### config.mk
export PLATFORM = sky130hd
export DESIGN_NAME = seq_divider_flat
export DESIGN_NICKNAME = d
export VERILOG_FILES = /design/src/rtl/seq_divider_if.sv /design/src/rtl/seq_divider.sv /design/src/flat_wrapper.sv
export SDC_FILE = /design/constraint.sdc
export NUM_CORES = 1
export LEC_CHECK = 0
export CAP_MARGIN = 20
export CORE_MARGIN = 3
export CORE_UTILIZATION = 50
export CTS_CLUSTER_DIAMETER = 80
export DETAILED_ROUTE_END_ITERATION = 12
export PLACE_DENSITY = 0.73
export SLEW_MARGIN = 20
export SYNTH_ARGS = -nofsm -noshare
export SYNTH_HDL_FRONTEND = slang
export SYNTH_SLANG_ARGS = --single-unit
### constraint.sdc
create_clock -name clk -period 5.37 [get_ports clk]
set_input_delay 1.074 -clock clk [delete_from_list [all_inputs] [get_ports clk]]
set_output_delay 1.074 -clock clk [all_outputs]
set_load 0.03 [all_outputs]
### src/rtl/seq_divider_if.sv
// Operand/result handshake bundle for seq_divider.
// master: the client that supplies operands and consumes results.
// slave:  the divider itself.
interface seq_divider_if #(
    parameter int WIDTH = 16
);
    logic             in_valid;
    logic             in_ready;
    logic             sign;
    logic [WIDTH-1:0] dividend;
    logic [WIDTH-1:0] divisor;
    logic             out_valid;
    logic             out_ready;
    logic [WIDTH-1:0] quotient;
    logic [WIDTH-1:0] remainder;
    logic             div_zero;
    logic             ovf;

    modport master (
        output in_valid, sign, dividend, divisor, out_ready,
        input  in_ready, out_valid, quotient, remainder, div_zero, ovf
    );

    modport slave (
        input  in_valid, sign, dividend, divisor, out_ready,
        output in_ready, out_valid, quotient, remainder, div_zero, ovf
    );
endinterface

### src/rtl/seq_divider.sv
// Iterative restoring divider, one quotient bit per cycle.
// Signed (truncating, remainder follows the dividend) or unsigned per operation.
// Optional macro DIV_ZERO_DETECT_EN: short-circuits a zero divisor straight to the
// fix-up stage and raises div_zero; without it div_zero is tied low.
module seq_divider #(
    parameter int WIDTH = 16
) (
    input  logic           clk,
    input  logic           reset_n,
    seq_divider_if.slave   bus
);
    localparam int CNT_W = $clog2(WIDTH + 1);

    typedef enum logic [1:0] {
        IDLE = 2'd0,
        RUN  = 2'd1,
        FIX  = 2'd2,
        DONE = 2'd3
    } state_t;

    state_t             state_reg;
    logic [CNT_W-1:0]   cnt_reg;
    logic [2*WIDTH-1:0] pr_reg;        // {partial remainder, quotient bits}
    logic [WIDTH-1:0]   dvsr_reg;      // divisor magnitude
    logic               neg_q_reg;
    logic               neg_r_reg;
    logic               ovf_pend_reg;

    logic               in_ready_reg;
    logic               out_valid_reg;
    logic [WIDTH-1:0]   quotient_reg;
    logic [WIDTH-1:0]   remainder_reg;
    logic               ovf_reg;

`ifdef DIV_ZERO_DETECT_EN
    logic               dz_pend_reg;
    logic [WIDTH-1:0]   raw_dividend_reg;
    logic               div_zero_reg;
`endif

    logic               dividend_neg;
    logic               divisor_neg;
    logic [WIDTH-1:0]   dividend_mag;
    logic [WIDTH-1:0]   divisor_mag;
    logic               is_min_by_m1;
    logic [2*WIDTH:0]   pr_shift;
    logic [2*WIDTH:0]   trial;
    logic [WIDTH-1:0]   mag_q;
    logic [WIDTH-1:0]   mag_r;
    logic [WIDTH-1:0]   fix_q;
    logic [WIDTH-1:0]   fix_r;

    // Operand magnitudes, trial subtraction and sign fix-up values.
    always_comb begin
        dividend_neg = bus.sign & bus.dividend[WIDTH-1];
        divisor_neg  = bus.sign & bus.divisor[WIDTH-1];
        dividend_mag = dividend_neg ? (~bus.dividend + 1'b1) : bus.dividend;
        divisor_mag  = divisor_neg  ? (~bus.divisor  + 1'b1) : bus.divisor;
        is_min_by_m1 = bus.sign
                       && (bus.dividend == {1'b1, {(WIDTH-1){1'b0}}})
                       && (bus.divisor  == {WIDTH{1'b1}});
        // The upper half of pr_reg is always below the divisor, so one extra
        // bit holds the shifted value and trial[2*WIDTH] is the borrow.
        pr_shift     = {pr_reg, 1'b0};
        trial        = pr_shift - {1'b0, dvsr_reg, {WIDTH{1'b0}}};
        mag_q        = pr_reg[WIDTH-1:0];
        mag_r        = pr_reg[2*WIDTH-1:WIDTH];
        fix_q        = neg_q_reg ? (~mag_q + 1'b1) : mag_q;
        fix_r        = neg_r_reg ? (~mag_r + 1'b1) : mag_r;
    end

    // Control FSM, iteration datapath and registered outputs.
    always_ff @(posedge clk or negedge reset_n) begin
        if (!reset_n) begin
            state_reg        <= IDLE;
            cnt_reg          <= '0;
            pr_reg           <= '0;
            dvsr_reg         <= '0;
            neg_q_reg        <= 1'b0;
            neg_r_reg        <= 1'b0;
            ovf_pend_reg     <= 1'b0;
            in_ready_reg     <= 1'b1;
            out_valid_reg    <= 1'b0;
            quotient_reg     <= '0;
            remainder_reg    <= '0;
            ovf_reg          <= 1'b0;
`ifdef DIV_ZERO_DETECT_EN
            dz_pend_reg      <= 1'b0;
            raw_dividend_reg <= '0;
            div_zero_reg     <= 1'b0;
`endif
        end else begin
            case (state_reg)
                IDLE: begin
                    if (bus.in_valid) begin
                        pr_reg       <= {{WIDTH{1'b0}}, dividend_mag};
                        dvsr_reg     <= divisor_mag;
                        neg_q_reg    <= dividend_neg ^ divisor_neg;
                        neg_r_reg    <= dividend_neg;
                        ovf_pend_reg <= is_min_by_m1;
                        in_ready_reg <= 1'b0;
                        cnt_reg      <= CNT_W'(WIDTH);
                        state_reg    <= RUN;
`ifdef DIV_ZERO_DETECT_EN
                        dz_pend_reg      <= (bus.divisor == '0);
                        raw_dividend_reg <= bus.dividend;
                        if (bus.divisor == '0) begin
                            // One settle cycle in FIX gives the zero-divide
                            // result its two-edge turnaround.
                            cnt_reg   <= CNT_W'(1);
                            state_reg <= FIX;
                        end
`endif
                    end
                end

                RUN: begin
                    if (trial[2*WIDTH]) begin
                        pr_reg <= pr_shift[2*WIDTH-1:0];
                    end else begin
                        pr_reg <= {trial[2*WIDTH-1:1], 1'b1};
                    end
                    cnt_reg <= cnt_reg - 1'b1;
                    if (cnt_reg == CNT_W'(1)) begin
                        state_reg <= FIX;
                    end
                end

                FIX: begin
`ifdef DIV_ZERO_DETECT_EN
                    if (cnt_reg != '0) begin
                        cnt_reg <= cnt_reg - 1'b1;
                    end else begin
                        if (dz_pend_reg) begin
                            quotient_reg  <= {WIDTH{1'b1}};
                            remainder_reg <= raw_dividend_reg;
                            ovf_reg       <= 1'b0;
                        end else begin
                            quotient_reg  <= fix_q;
                            remainder_reg <= fix_r;
                            ovf_reg       <= ovf_pend_reg;
                        end
                        div_zero_reg  <= dz_pend_reg;
                        out_valid_reg <= 1'b1;
                        state_reg     <= DONE;
                    end
`else
                    quotient_reg  <= fix_q;
                    remainder_reg <= fix_r;
                    ovf_reg       <= ovf_pend_reg;
                    out_valid_reg <= 1'b1;
                    state_reg     <= DONE;
`endif
                end

                DONE: begin
                    if (bus.out_ready) begin
                        out_valid_reg <= 1'b0;
                        in_ready_reg  <= 1'b1;
                        state_reg     <= IDLE;
                    end
                end

                default: begin
                    state_reg <= IDLE;
                end
            endcase
        end
    end

    assign bus.in_ready  = in_ready_reg;
    assign bus.out_valid = out_valid_reg;
    assign bus.quotient  = quotient_reg;
    assign bus.remainder = remainder_reg;
    assign bus.ovf       = ovf_reg;
`ifdef DIV_ZERO_DETECT_EN
    assign bus.div_zero  = div_zero_reg;
`else
    assign bus.div_zero  = 1'b0;
`endif

endmodule

### src/flat_wrapper.sv
// flat-port wrapper written by rule: the top's interface ports become plain ports
module seq_divider_flat 
#(
    parameter int WIDTH = 16
)
  (clk, reset_n, bus_in_valid, bus_sign, bus_dividend, bus_divisor, bus_out_ready, bus_in_ready, bus_out_valid, bus_quotient, bus_remainder, bus_div_zero, bus_ovf);
  seq_divider_if #(.WIDTH(WIDTH)) bus_i ();
  input  logic clk;
  input  logic reset_n;
  input wire logic [$bits(bus_i.in_valid)-1:0] bus_in_valid;
  input wire logic [$bits(bus_i.sign)-1:0] bus_sign;
  input wire logic [$bits(bus_i.dividend)-1:0] bus_dividend;
  input wire logic [$bits(bus_i.divisor)-1:0] bus_divisor;
  input wire logic [$bits(bus_i.out_ready)-1:0] bus_out_ready;
  output wire logic [$bits(bus_i.in_ready)-1:0] bus_in_ready;
  output wire logic [$bits(bus_i.out_valid)-1:0] bus_out_valid;
  output wire logic [$bits(bus_i.quotient)-1:0] bus_quotient;
  output wire logic [$bits(bus_i.remainder)-1:0] bus_remainder;
  output wire logic [$bits(bus_i.div_zero)-1:0] bus_div_zero;
  output wire logic [$bits(bus_i.ovf)-1:0] bus_ovf;
  assign bus_i.in_valid = bus_in_valid;
  assign bus_i.sign = bus_sign;
  assign bus_i.dividend = bus_dividend;
  assign bus_i.divisor = bus_divisor;
  assign bus_i.out_ready = bus_out_ready;
  assign bus_in_ready = bus_i.in_ready;
  assign bus_out_valid = bus_i.out_valid;
  assign bus_quotient = bus_i.quotient;
  assign bus_remainder = bus_i.remainder;
  assign bus_div_zero = bus_i.div_zero;
  assign bus_ovf = bus_i.ovf;
  seq_divider #(.WIDTH(WIDTH)) u_core (.clk(clk), .reset_n(reset_n), .bus(bus_i));
endmodule
==> flow_summary.rst, run 1 <==
.. list-table::
   :header-rows: 1

   * - Metric
     - Value
   * - Status
     - finished, final reports clean
   * - Post-route worst hold slack
     - 479 ps
   * - Fin crit share
     - 0.599
   * - Leak Pwr
     - slightly above 3 nW
   * - Post-CTS setup-driven buffer insertion count
     - 0
   * - Top cells by area in the synthesized netlist
     - sky130_fd_sc_hd__dfrtp_1 39%, sky130_fd_sc_hd__xor2_1 6.9%, sky130_fd_sc_hd__o21ai_0 6.4%
   * - Port Buffer Count
     - 71
   * - Hold_buf cts
     - 0
   * - Met2 Wirelength
     - slightly below 6 mm
   * - Total power per unit cell area
     - 707 nW/um2
   * - Net Count, Synth
     - 738
   * - Wl on met1
     - 6.46 mm
   * - Flops & latches, synth
     - 93
   * - Yosys synthesis warning count
     - 0
   * - Number of global-route vias before repair
     - 4619
   * - Number of flops mapped to enable cells by yosys
     - 0
   * - Site Rows
     - 38
   * - DRC marker count from the first detailed-route iteration
     - roughly 340
   * - Nets
     - 793
   * - Most area-hungry cell type in the Yosys netlist
     - sky130_fd_sc_hd__dfrtp_1
   * - Mean instance size in the synthesized netlist
     - 8.71 um2
   * - Critical path peak fanout
     - 4
   * - Most common cell type on the critical path
     - sky130_fd_sc_hd__or4_4
   * - Arrival time of data at the critical path endpoint
     - roughly 3400 ps
   * - Placer Congestion
     - 0.915
   * - Signed area change from the synthesized netlist to the final layout
     - 18.6%
   * - Data required time at the worst endpoint
     - ~5600 ps
   * - Sum of met3 wire segment lengths after detailed routing
     - 785 um
   * - Die Ht
     - 114 um
   * - Worst path cell trace
     - clkdlybuf4s50_1 > or4_4 > or4_4 > o41ai_2 > xor2_1 > nor2_1 > a21oi_1 > o21ai_0
   * - Post-Route Skew
     - 4.95 ps
   * - Element type at the critical path start
     - primary input
   * - Slew of the pin with the lowest slew margin
     - 1010 ps
   * - Startpoint of the most critical hold path
     - u_core.dvsr_reg[13]
   * - Total die area
     - 13100 um2
   * - Number of failing hold endpoints at the final stage
     - 0
   * - Max reg flops
     - 32
   * - Routed wire length per instance
     - roughly 15 um
   * - CTS sink count
     - 93
   * - Overflow left after global routing
     - 0
   * - CTS Buf Count
     - 9
   * - Fillers
     - ~960
   * - Clock tree from TritonCTS
     - built
   * - Source of the worst register-to-register timing path
     - u_core.state_reg[1]
   * - CP endpoint kind
     - flip-flop
   * - Final Critical Period
     - 3210 ps
   * - Worst hold-check path type
     - reg -> reg
   * - Depth of the most critical reg-to-reg path
     - 6
   * - Critical path buffer and inverter count
     - 1
   * - Via count
     - 4930
   * - Kind of critical path
     - in -> reg
   * - First-pass GRT wire length
     - 22.3 mm
   * - Maximum vdd drop
     - 423 uV
   * - X dimension of the die
     - around 110 um
   * - Setup violations, final
     - 0
   * - Part of the Yosys area used for sequential elements
     - 0.397
   * - Count of maximum capacitance violations
     - 0
   * - GRT Util Overall
     - 0.211
   * - Critical path's slowest cell
     - sky130_fd_sc_hd__or4_4
   * - Clock buffer depth
     - 2
   * - Proportion of synthesized flip-flops having asynchronous set or reset
     - 1.00
   * - Setup repair after global routing missed its margin
     - no
   * - Cts repair resizes
     - 0
   * - Cell with the most instances after synthesis
     - sky130_fd_sc_hd__dfrtp_1
   * - Clk Tree Root Cell
     - sky130_fd_sc_hd__clkbuf_16
   * - Via/cell ratio
     - 5.65
   * - Top_reg_cell synth
     - sky130_fd_sc_hd__dfrtp_1
   * - Initial Utilization
     - 0.527
   * - Launch point of the critical path
     - bus_dividend[7]
   * - Most common library cells after synthesis
     - 92 x sky130_fd_sc_hd__dfrtp_1, 75 x sky130_fd_sc_hd__nand2_1, 75 x sky130_fd_sc_hd__o21ai_0
   * - Std-Cell Core Area
     - 11100 um2
   * - Post-route setup TNS
     - 0 ps
   * - Post-Place Cells
     - 857
   * - Top-level port count
     - between 70 and 80
   * - Reg-to-reg critical path endpoint
     - u_core.cnt_reg[2]
   * - Worst stage delay on the critical path
     - 580 ps
   * - Clock latency on the worst-skew pair
     - 350 ps
   * - Rel. slew slack
     - 0.326
   * - Register-to-register path setup slack
     - ~2200 ps
   * - Slew Limit Fails
     - 0
   * - First-pass detailed-route iteration total
     - 5
   * - Share of cells above drive strength 1
     - 0.0587
   * - Top cell family by delay on the critical path
     - simple AND/OR/NAND/NOR gates
   * - Hold endpoint
     - u_core.dvsr_reg[13]
   * - Synth top area share
     - 0.393
   * - Post-synthesis cell count
     - roughly 670
   * - Number of antenna cells inserted
     - 0
   * - Clock Pin Slew Worst Setup and Hold Paths
     - 70 ps
   * - Placed wire-length estimate
     - 10.1 mm
   * - Post-synthesis instance area
     - 5860 um2
   * - Fmax
     - 0.311 GHz
   * - Total number of H-tree levels
     - 3
   * - Antenna violations before repair
     - 0
   * - # DRC
     - 0
   * - Post-route ant nets
     - 0
   * - Number of library cell types mapped by synthesis
     - 53
   * - Filler-free cell count of the finished design
     - approximately 870
   * - Hold path cells
     - 2
   * - Largest net degree at the start of global routing
     - 61
   * - Highest metal layer with signal wires
     - met4
   * - Wire length after detailed routing
     - 13.4 mm
worst max-delay path by stage:
stage | endpoint | cells after the start
after floorplan | u_core.pr_reg[15] | 6
after global placement | u_core.pr_reg[14] | 8
after global routing | u_core.cnt_reg[2] | 6
after CTS | u_core.pr_reg[14] | 8
after detailed placement | u_core.pr_reg[14] | 8
final | u_core.pr_reg[14] | 8
kinds of logic after synthesis:
group	Yosys count	synth area share
adder cells (fa/ha/maj)	28	0.0610
multiplexers	23	0.0405
XOR/XNOR	67	0.100
other	1	0.000639
AND/OR/NAND/NOR	199	0.156
buffers and inverters	63	0.0457
flip-flops	93	0.397
AO/OA/AOI/OAI	199	0.199
metrics by stage:
step	power [mW]	instance area [um2]	setup slack (ps)	utilization
2_1_floorplan	3.49	5860	2470	-
3_3_place_gp	4.16	6630	1920	0.596
6_report	4.92	6960	2160	0.625
5_1_grt	5.32	6960	1930	0.625
4_1_cts	4.93	6960	2160	0.625
3_5_place_dp	4.26	6660	1850	0.598
worst register-to-register path, cell delays in order, from the launching register on:
cell and delay, ps:
sky130_fd_sc_hd__dfrtp_1 400, sky130_fd_sc_hd__inv_1 110, sky130_fd_sc_hd__ha_1 830, sky130_fd_sc_hd__clkinv_1 560
sky130_fd_sc_hd__o21ai_1 680, sky130_fd_sc_hd__o21ai_0 200, sky130_fd_sc_hd__mux2_2 300
layer usage:
layer / track usage / up-vias
met3: 0.0317 / 15
met4: 0.0823 / 0
li1: - / 2480
met5: 0 / -
met2: 0.320 / 144
met1: 0.305 / 2291
layout by cell type, fill, tap and decap left out, drive strengths merged, types with 3 or more instances in the layout:
cell type / count
a21oi: 62
o31ai: 17
nor2: 67
nor3: 7
a31oi: 6
nor4: 4
or4: 7
o22ai: 3
xnor2: 21
a21o: 5
clkbuf: 9
a211oi: 3
dfrtp: 92
nand2b: 7
or2: 3
nand3b: 3
o21ai: 79
or3: 9
clkdlybuf4s50: 70
nand4: 4
a32oi: 4
mux2i: 17
o211ai: 4
inv: 32
nand3: 4
mux2: 6
xor2: 46
and2: 4
nand2: 75
ha: 27
clkinvlp: 4
o41ai: 7
buf: 5
power by group:
part	switching [mW]	internal, mW	total (mW)
Sequential	0.356	1.04	1.40
Combinational	1.66	1.22	2.88
Clock	0.280	0.361	0.642
cell type report:
cell class | count | area, um2 | share of cell area
clock buffer | 9 | 225 | 0.0324
clock inverter | 7 | 73.8 | 0.0106
inverter | 32 | 120 | 0.0173
multi-input combinational | 517 | 3280 | 0.471
sequential | 93 | 2330 | 0.335
tap | 140 | 175 | 0.0252
timing repair buffer | 75 | 758 | 0.109
(Power assumes the default switching activity.)
==> run 2, diff against run 1 <==
Clock period 5.37 ns to 3.1 ns, I/O delays scaled along.
==> run 2 against run 1 <==
Clock skew rose by 6.8 ps. Largest power group unchanged. Die area unchanged. Register-to-register slack lost 1800 ps. Global-route usage up 0.84 points. Final cell count grew 1.1%. First-iteration DRC count decreased by 17%. Largest cell class unchanged. Via count increased by 0.93%.
==> flow_summary.rst, run 2 (synthesized netlist as in run 1, its figures left out) <==
.. list-table::
   :header-rows: 1

   * - Metric
     - Value
   * - DRC marker count from the first detailed-route iteration
     - 280 (-17%)
   * - First-pass GRT wire length
     - 23.1 mm (+3.7%)
   * - Launch point of the critical path
     - u_core.pr_reg[15]
   * - Critical path peak fanout
     - 21 (+17)
   * - Design Power
     - 8.71 mW (+77%)
   * - Clock buffer depth
     - 2 (unchanged)
   * - CTS sink count
     - 93 (unchanged)
   * - Most common library cell in the layout ignoring fill and taps
     - sky130_fd_sc_hd__dfrtp_1
   * - Critical path's slowest cell
     - sky130_fd_sc_hd__or4b_1
   * - X dimension of the die
     - 114 um (unchanged)
   * - Fillers
     - 976 (+2.2%)
   * - Maximum vdd drop
     - 763 uV (+80%)
   * - Post-CTS setup-driven buffer insertion count
     - 0 (unchanged)
   * - Rel. slew slack
     - 0.341 (+0.0151)
   * - First-pass detailed-route iteration total
     - 5 (unchanged)
   * - Source of the worst register-to-register timing path
     - u_core.pr_reg[15]
   * - Largest net degree at the start of global routing
     - 53 (-13%)
   * - Leak Pwr
     - 3.12 nW (+2.3%)
   * - GRT Util Overall
     - 0.220 (+0.00839)
   * - Cts repair resizes
     - 0 (unchanged)
   * - Worst path cell trace
     - inv_1 > ha_1 > fa_1 > nand2b_1 > a21o_1 > a31o_2 > o21ai_0 > o211ai_1 > buf_12 > or4b_1 > nand2_1
   * - Routed wire length per instance
     - 15.5 um (+0.94%)
   * - Status
     - finished, final reports clean
   * - Total die area
     - 13100 um2 (unchanged)
   * - Overflow left after global routing
     - 0 (unchanged)
   * - Setup violations, final
     - 0 (unchanged)
   * - Number of failing hold endpoints at the final stage
     - 0 (unchanged)
   * - Clock Pin Slew Worst Setup and Hold Paths
     - 70 ps (about the same)
   * - Wire length after detailed routing
     - 13.7 mm (+2.1%)
   * - Design Area, Final
     - 7050 um2 (+1.4%)
   * - CP endpoint kind
     - flip-flop
   * - Post-Place Cells
     - 867 (+1.2%)
   * - Filler-free cell count of the finished design
     - 883 (+1.1%)
   * - Slew of the pin with the lowest slew margin
     - 988 ps (-22.6 ps)
   * - Std-Cell Core Area
     - 11100 um2 (unchanged)
   * - Signed area change from the synthesized netlist to the final layout
     - 20.3%
   * - Most frequent cells in the layout
     - 92 x sky130_fd_sc_hd__dfrtp_1, 75 x sky130_fd_sc_hd__nand2_1, 75 x sky130_fd_sc_hd__o21ai_0
   * - Setup repair after global routing missed its margin
     - no
   * - Arrival time of data at the critical path endpoint
     - 3070 ps (-360 ps)
   * - Fmax
     - 0.360 GHz
   * - Clock latency on the worst-skew pair
     - 360 ps (about the same)
   * - Clk Tree Root Cell
     - sky130_fd_sc_hd__clkbuf_16
   * - Element type at the critical path start
     - flip-flop
   * - Clock tree from TritonCTS
     - built
   * - Via/cell ratio
     - 5.64 (-0.21%)
   * - Post-place instance area
     - 6720 um2 (+1.0%)
   * - Max reg flops
     - 32 (unchanged)
   * - Total number of H-tree levels
     - 3 (unchanged)
   * - Post-Route Skew
     - 11.7 ps (+6.78 ps)
   * - Final Critical Period
     - 2780 ps
   * - Count of maximum capacitance violations
     - 0 (unchanged)
   * - Post-route ant nets
     - 0 (unchanged)
   * - Slew Limit Fails
     - 0 (unchanged)
   * - Site Rows
     - 38 (unchanged)
   * - Number of global-route vias before repair
     - 4822 (+4.4%)
   * - Die Ht
     - 114 um (unchanged)
   * - # DRC
     - 0 (unchanged)
   * - Antenna violations before repair
     - 0 (unchanged)
   * - Fin crit share
     - 0.895
   * - Worst hold-check path type
     - in -> async
   * - Initial Utilization
     - 0.527 (unchanged)
   * - Placed wire-length estimate
     - 10.3 mm (+1.8%)
   * - Share of cells above drive strength 1
     - 0.0700 (+0.0113)
   * - Kind of critical path
     - reg -> reg
   * - Port Buffer Count
     - 71 (unchanged)
   * - Top cell family by delay on the critical path
     - simple AND/OR/NAND/NOR gates
   * - Worst stage delay on the critical path
     - 500 ps (-80 ps)
   * - Via count
     - 4976 (+0.93%)
   * - Top-level port count
     - 73 (unchanged)
   * - Number of antenna cells inserted
     - 0 (unchanged)
   * - CTS Buf Count
     - 9 (unchanged)
   * - Nets
     - 803 (+1.3%)
   * - Hold_buf cts
     - 0 (unchanged)
   * - Data required time at the worst endpoint
     - 3390 ps (-2200 ps)
   * - Post-layout utilization of the core
     - 0.634 (+0.00866)
   * - Critical path buffer and inverter count
     - 2 (+1)
   * - Post-route setup TNS
     - 0 ps (unchanged)
   * - Placer Congestion
     - 0.878 (-4.0%)
   * - Total power per unit cell area
     - 1230 nW/um2 (+75%)
[run 2: per-layer routing]
metal | global-route usage | share of wire | up-vias
met3 | 0.0396 | 0.045 | 13
met1 | 0.314 | 0.49 | 2350
met4 | 0.0594 | 0.013 | 0
met5 | 0 | 0 | -
li1 | - | - | 2495
met2 | 0.345 | 0.45 | 118
[run 2: final timing paths]
path / endpoint / slack, ps / depth (start not counted)
worst max-delay path: u_core.pr_reg[31] / 320 / 11
worst min-delay path: u_core.dvsr_reg[12] / 300 / 1
worst max register to register: u_core.pr_reg[31] / 320 / 11
worst min register to register: u_core.dvsr_reg[7] / 480 / 2
max in group asynchronous: u_core.pr_reg[1] / 2020 / 2
min in group clk: u_core.dvsr_reg[7] / 480 / 2
[run 2: power breakdown]
group / total (mW) / switching, mW / leakage [nW] / internal (mW)
combinational: 5.06 / 2.89 / 1.82 / 2.18
clock: 1.24 / 0.516 / 0.159 / 0.720
sequential: 2.41 / 0.611 / 1.15 / 1.80
total: 8.71 / 4.01 / 3.12 / 4.70
[run 2: through the flow]
step                setup WS [ps]  hold slack [ps]
detailed placement           79.7              470
floorplan                     548              324
global route                  124              360
finish                        324              297
global placement              156              465
CTS                           333              318
[run 2: final cells by class]
class,count,area [um2],area share
multi-input cells,517,3270,0.464
clock buffers,9,225,0.0319
clock inverters,7,105,0.0149
repair buffers,85,826,0.117
flip-flops and latches,93,2330,0.330
well taps,140,175,0.0248
inverters,32,120,0.0170
==> run 3, diff against run 2 <==
Settings changed: CAP_MARGIN 20 to default, CTS_CLUSTER_SIZE from default to 30, MAX_ROUTING_LAYER from default to met4.
==> run 3 against run 2 <==
Register-to-register slack about the same. Die area unchanged. Critical endpoint is now u_core.pr_reg[23]. Worst setup slack got worse by 11 ps. Largest power group unchanged.
==> flow_summary.rst, run 3 (synthesized netlist as in run 1, its figures left out) <==
.. list-table::
   :header-rows: 1

   * - Metric
     - Value
   * - Critical path peak fanout
     - 20 (-4.8%)
   * - Overflow left after global routing
     - 0 (unchanged)
   * - CTS sink count
     - 93 (unchanged)
   * - Slew Limit Fails
     - 0 (unchanged)
   * - Wl on met1
     - 6.80 mm (+0.53%)
   * - Worst hold-check path type
     - in -> async
   * - Maximum vdd drop
     - 874 uV (+15%)
   * - Setup violations, final
     - 0 (unchanged)
   * - X dimension of the die
     - 114 um (unchanged)
   * - Post-CTS setup-driven buffer insertion count
     - 0 (unchanged)
   * - Most common library cell in the layout ignoring fill and taps
     - sky130_fd_sc_hd__dfrtp_1
   * - Setup repair after global routing missed its margin
     - no
   * - Post-layout utilization of the core
     - 0.630 (-0.00405)
   * - Fin crit share
     - 0.899 (+0.00370)
   * - First-pass GRT wire length
     - 23.4 mm (+1.0%)
   * - Rel. slew slack
     - 0.547 (+0.206)
   * - Share of cells above drive strength 1
     - 0.0686 (-0.00135)
   * - Placer Congestion
     - 0.898 (+2.2%)
   * - Element type at the critical path start
     - flip-flop
   * - Register-to-register path setup slack
     - 310 ps (about the same)
   * - Clock buffer depth
     - 2 (unchanged)
   * - Top-level port count
     - 73 (unchanged)
   * - Port Buffer Count
     - 71 (unchanged)
   * - Clock Pin Slew Worst Setup and Hold Paths
     - 70 ps (about the same)
   * - Highest metal layer with signal wires
     - met4
   * - DRC marker count from the first detailed-route iteration
     - 250 (-11%)
   * - Depth of the most critical reg-to-reg path
     - 11 (unchanged)
   * - Post-route setup TNS
     - 0 ps (unchanged)
   * - Initial Utilization
     - 0.527 (unchanged)
   * - Number of antenna cells inserted
     - 0 (unchanged)
   * - Slew of the pin with the lowest slew margin
     - 676 ps (-312 ps)
   * - Arrival time of data at the critical path endpoint
     - 3010 ps (-60 ps)
   * - # DRC
     - 0 (unchanged)
   * - Antenna violations before repair
     - 0 (unchanged)
   * - Post-Route Skew
     - 10.2 ps (-1.50 ps)
   * - GRT Util Overall
     - 0.229 (+0.00937)
   * - Most frequent cells in the layout
     - 92 x sky130_fd_sc_hd__dfrtp_1, 75 x sky130_fd_sc_hd__nand2_1, 75 x sky130_fd_sc_hd__o21ai_0
   * - Signed area change from the synthesized netlist to the final layout
     - 19.5%
   * - Wire length after detailed routing
     - 13.7 mm (+0.26%)
   * - Nets
     - 803 (unchanged)
   * - Total power per unit cell area
     - 1220 nW/um2 (-1.3%)
   * - Max reg flops
     - 32 (unchanged)
   * - Clock tree from TritonCTS
     - built
   * - Leak Pwr
     - 3.09 nW (-0.91%)
   * - Post-route ant nets
     - 0 (unchanged)
   * - Final Critical Period
     - 2790 ps (+11.5 ps)
   * - First-pass detailed-route iteration total
     - 5 (unchanged)
   * - Clk Tree Root Cell
     - sky130_fd_sc_hd__clkbuf_16
   * - Fmax
     - 0.359 GHz (-0.41%)
   * - Die Ht
     - 114 um (unchanged)
   * - Number of failing hold endpoints at the final stage
     - 0 (unchanged)
   * - Worst path cell trace
     - inv_1 > ha_1 > fa_1 > nand2b_1 > a21o_1 > a31o_2 > o21a_1 > o211ai_1 > buf_4 > mux2i_1 > o21ai_0
   * - Hold_buf cts
     - 0 (unchanged)
   * - Via/cell ratio
     - 5.54 (-1.7%)
   * - Critical path's slowest cell
     - sky130_fd_sc_hd__fa_1
   * - Placed wire-length estimate
     - 10.5 mm (+1.8%)
   * - Met2 Wirelength
     - 5.96 mm (-2.7%)
   * - Site Rows
     - 38 (unchanged)
   * - Total number of H-tree levels
     - 3 (unchanged)
   * - Largest net degree at the start of global routing
     - 49 (-7.5%)
   * - Kind of critical path
     - reg -> reg
   * - Reg-to-reg critical path endpoint
     - u_core.pr_reg[23]
   * - Source of the worst register-to-register timing path
     - u_core.pr_reg[15]
   * - Data required time at the worst endpoint
     - 3320 ps (-70 ps)
   * - Routed wire length per instance
     - 15.5 um (+0.26%)
   * - Std-Cell Core Area
     - 11100 um2 (unchanged)
   * - Number of global-route vias before repair
     - 4853 (+0.64%)
   * - Worst stage delay on the critical path
     - 400 ps (-100 ps)
   * - Cts repair resizes
     - 0 (unchanged)
   * - CP endpoint kind
     - flip-flop
   * - Total die area
     - 13100 um2 (unchanged)
   * - Status
     - finished, final reports clean
   * - Count of maximum capacitance violations
     - 0 (unchanged)
   * - CTS Buf Count
     - 9 (unchanged)
   * - Sum of met3 wire segment lengths after detailed routing
     - 687 um (+12%)
   * - Clock latency on the worst-skew pair
     - 350 ps (about the same)
   * - Via count
     - 4892 (-1.7%)
==> run 3: changes by cell type in the layout (fill, tap and decap cells not counted), sizes merged <==
cell	delta
clkbuf	+1
bufinv	-2
inv	-2
clkinv	+2
clkinvlp	+1
==> run 3: layout make-up <==
cell class / instances / area, um2
clock buffer: 10 / 229
multi-input combinational: 517 / 3280
sequential: 93 / 2330
fill: 959 / 4120
clock inverter: 6 / 48.8
timing repair buffer: 85 / 826
tap: 140 / 175
inverter: 32 / 120
==> run 3: metal layers <==
layer | GRT usage | vias to the layer above
li1 | - | 2498
met1 | 0.322 | 2248
met2 | 0.337 | 125
met3 | 0.0301 | 21
met4 | 0.0926 | 0
met5 | - | -
==> run 3: metrics by stage <==
step	total power [mW]	instances	hold slack [ps]	setup WS, ps	area, um2
3_3_place_gp	7.30	867	464	156	6730
2_1_floorplan	6.05	673	324	548	5860
3_5_place_dp	7.48	867	471	110	6730
6_report	8.55	883	275	313	7010
4_1_cts	8.57	883	285	307	7010
5_1_grt	9.29	883	319	95.0	7010
==> run 3: power by group <==
part / internal (mW) / total, mW / switching [mW]
sequential: 1.80 / 2.41 / 0.615
combinational: 2.17 / 5.08 / 2.92
clock: 0.551 / 1.05 / 0.497
total: 4.52 / 8.55 / 4.03
==> run 3: critical path: cells and delay by family, from the launching register on <==
| family | cells | cell delay [ps] |
|---|---|---|
| mux | 1 | 220 |
| compound gates | 5 | 890 |
| flops | 1 | 350 |
| fa+ha+maj | 2 | 610 |
| simple gates | 1 | 200 |
| buf+inv | 2 | 390 |
==> run 3: how the worst max path moves through the flow <==
stage	from	to	slack, ps	cells past startpoint
6_report	u_core.pr_reg[15]	u_core.pr_reg[23]	310	11
5_1_grt	u_core.pr_reg[15]	u_core.pr_reg[22]	100	11
4_1_cts	u_core.pr_reg[15]	u_core.pr_reg[23]	310	11
3_5_place_dp	bus_dividend[7]	u_core.pr_reg[15]	110	7
3_3_place_gp	bus_dividend[7]	u_core.pr_reg[15]	160	7
2_1_floorplan	u_core.pr_reg[15]	u_core.pr_reg[16]	550	11
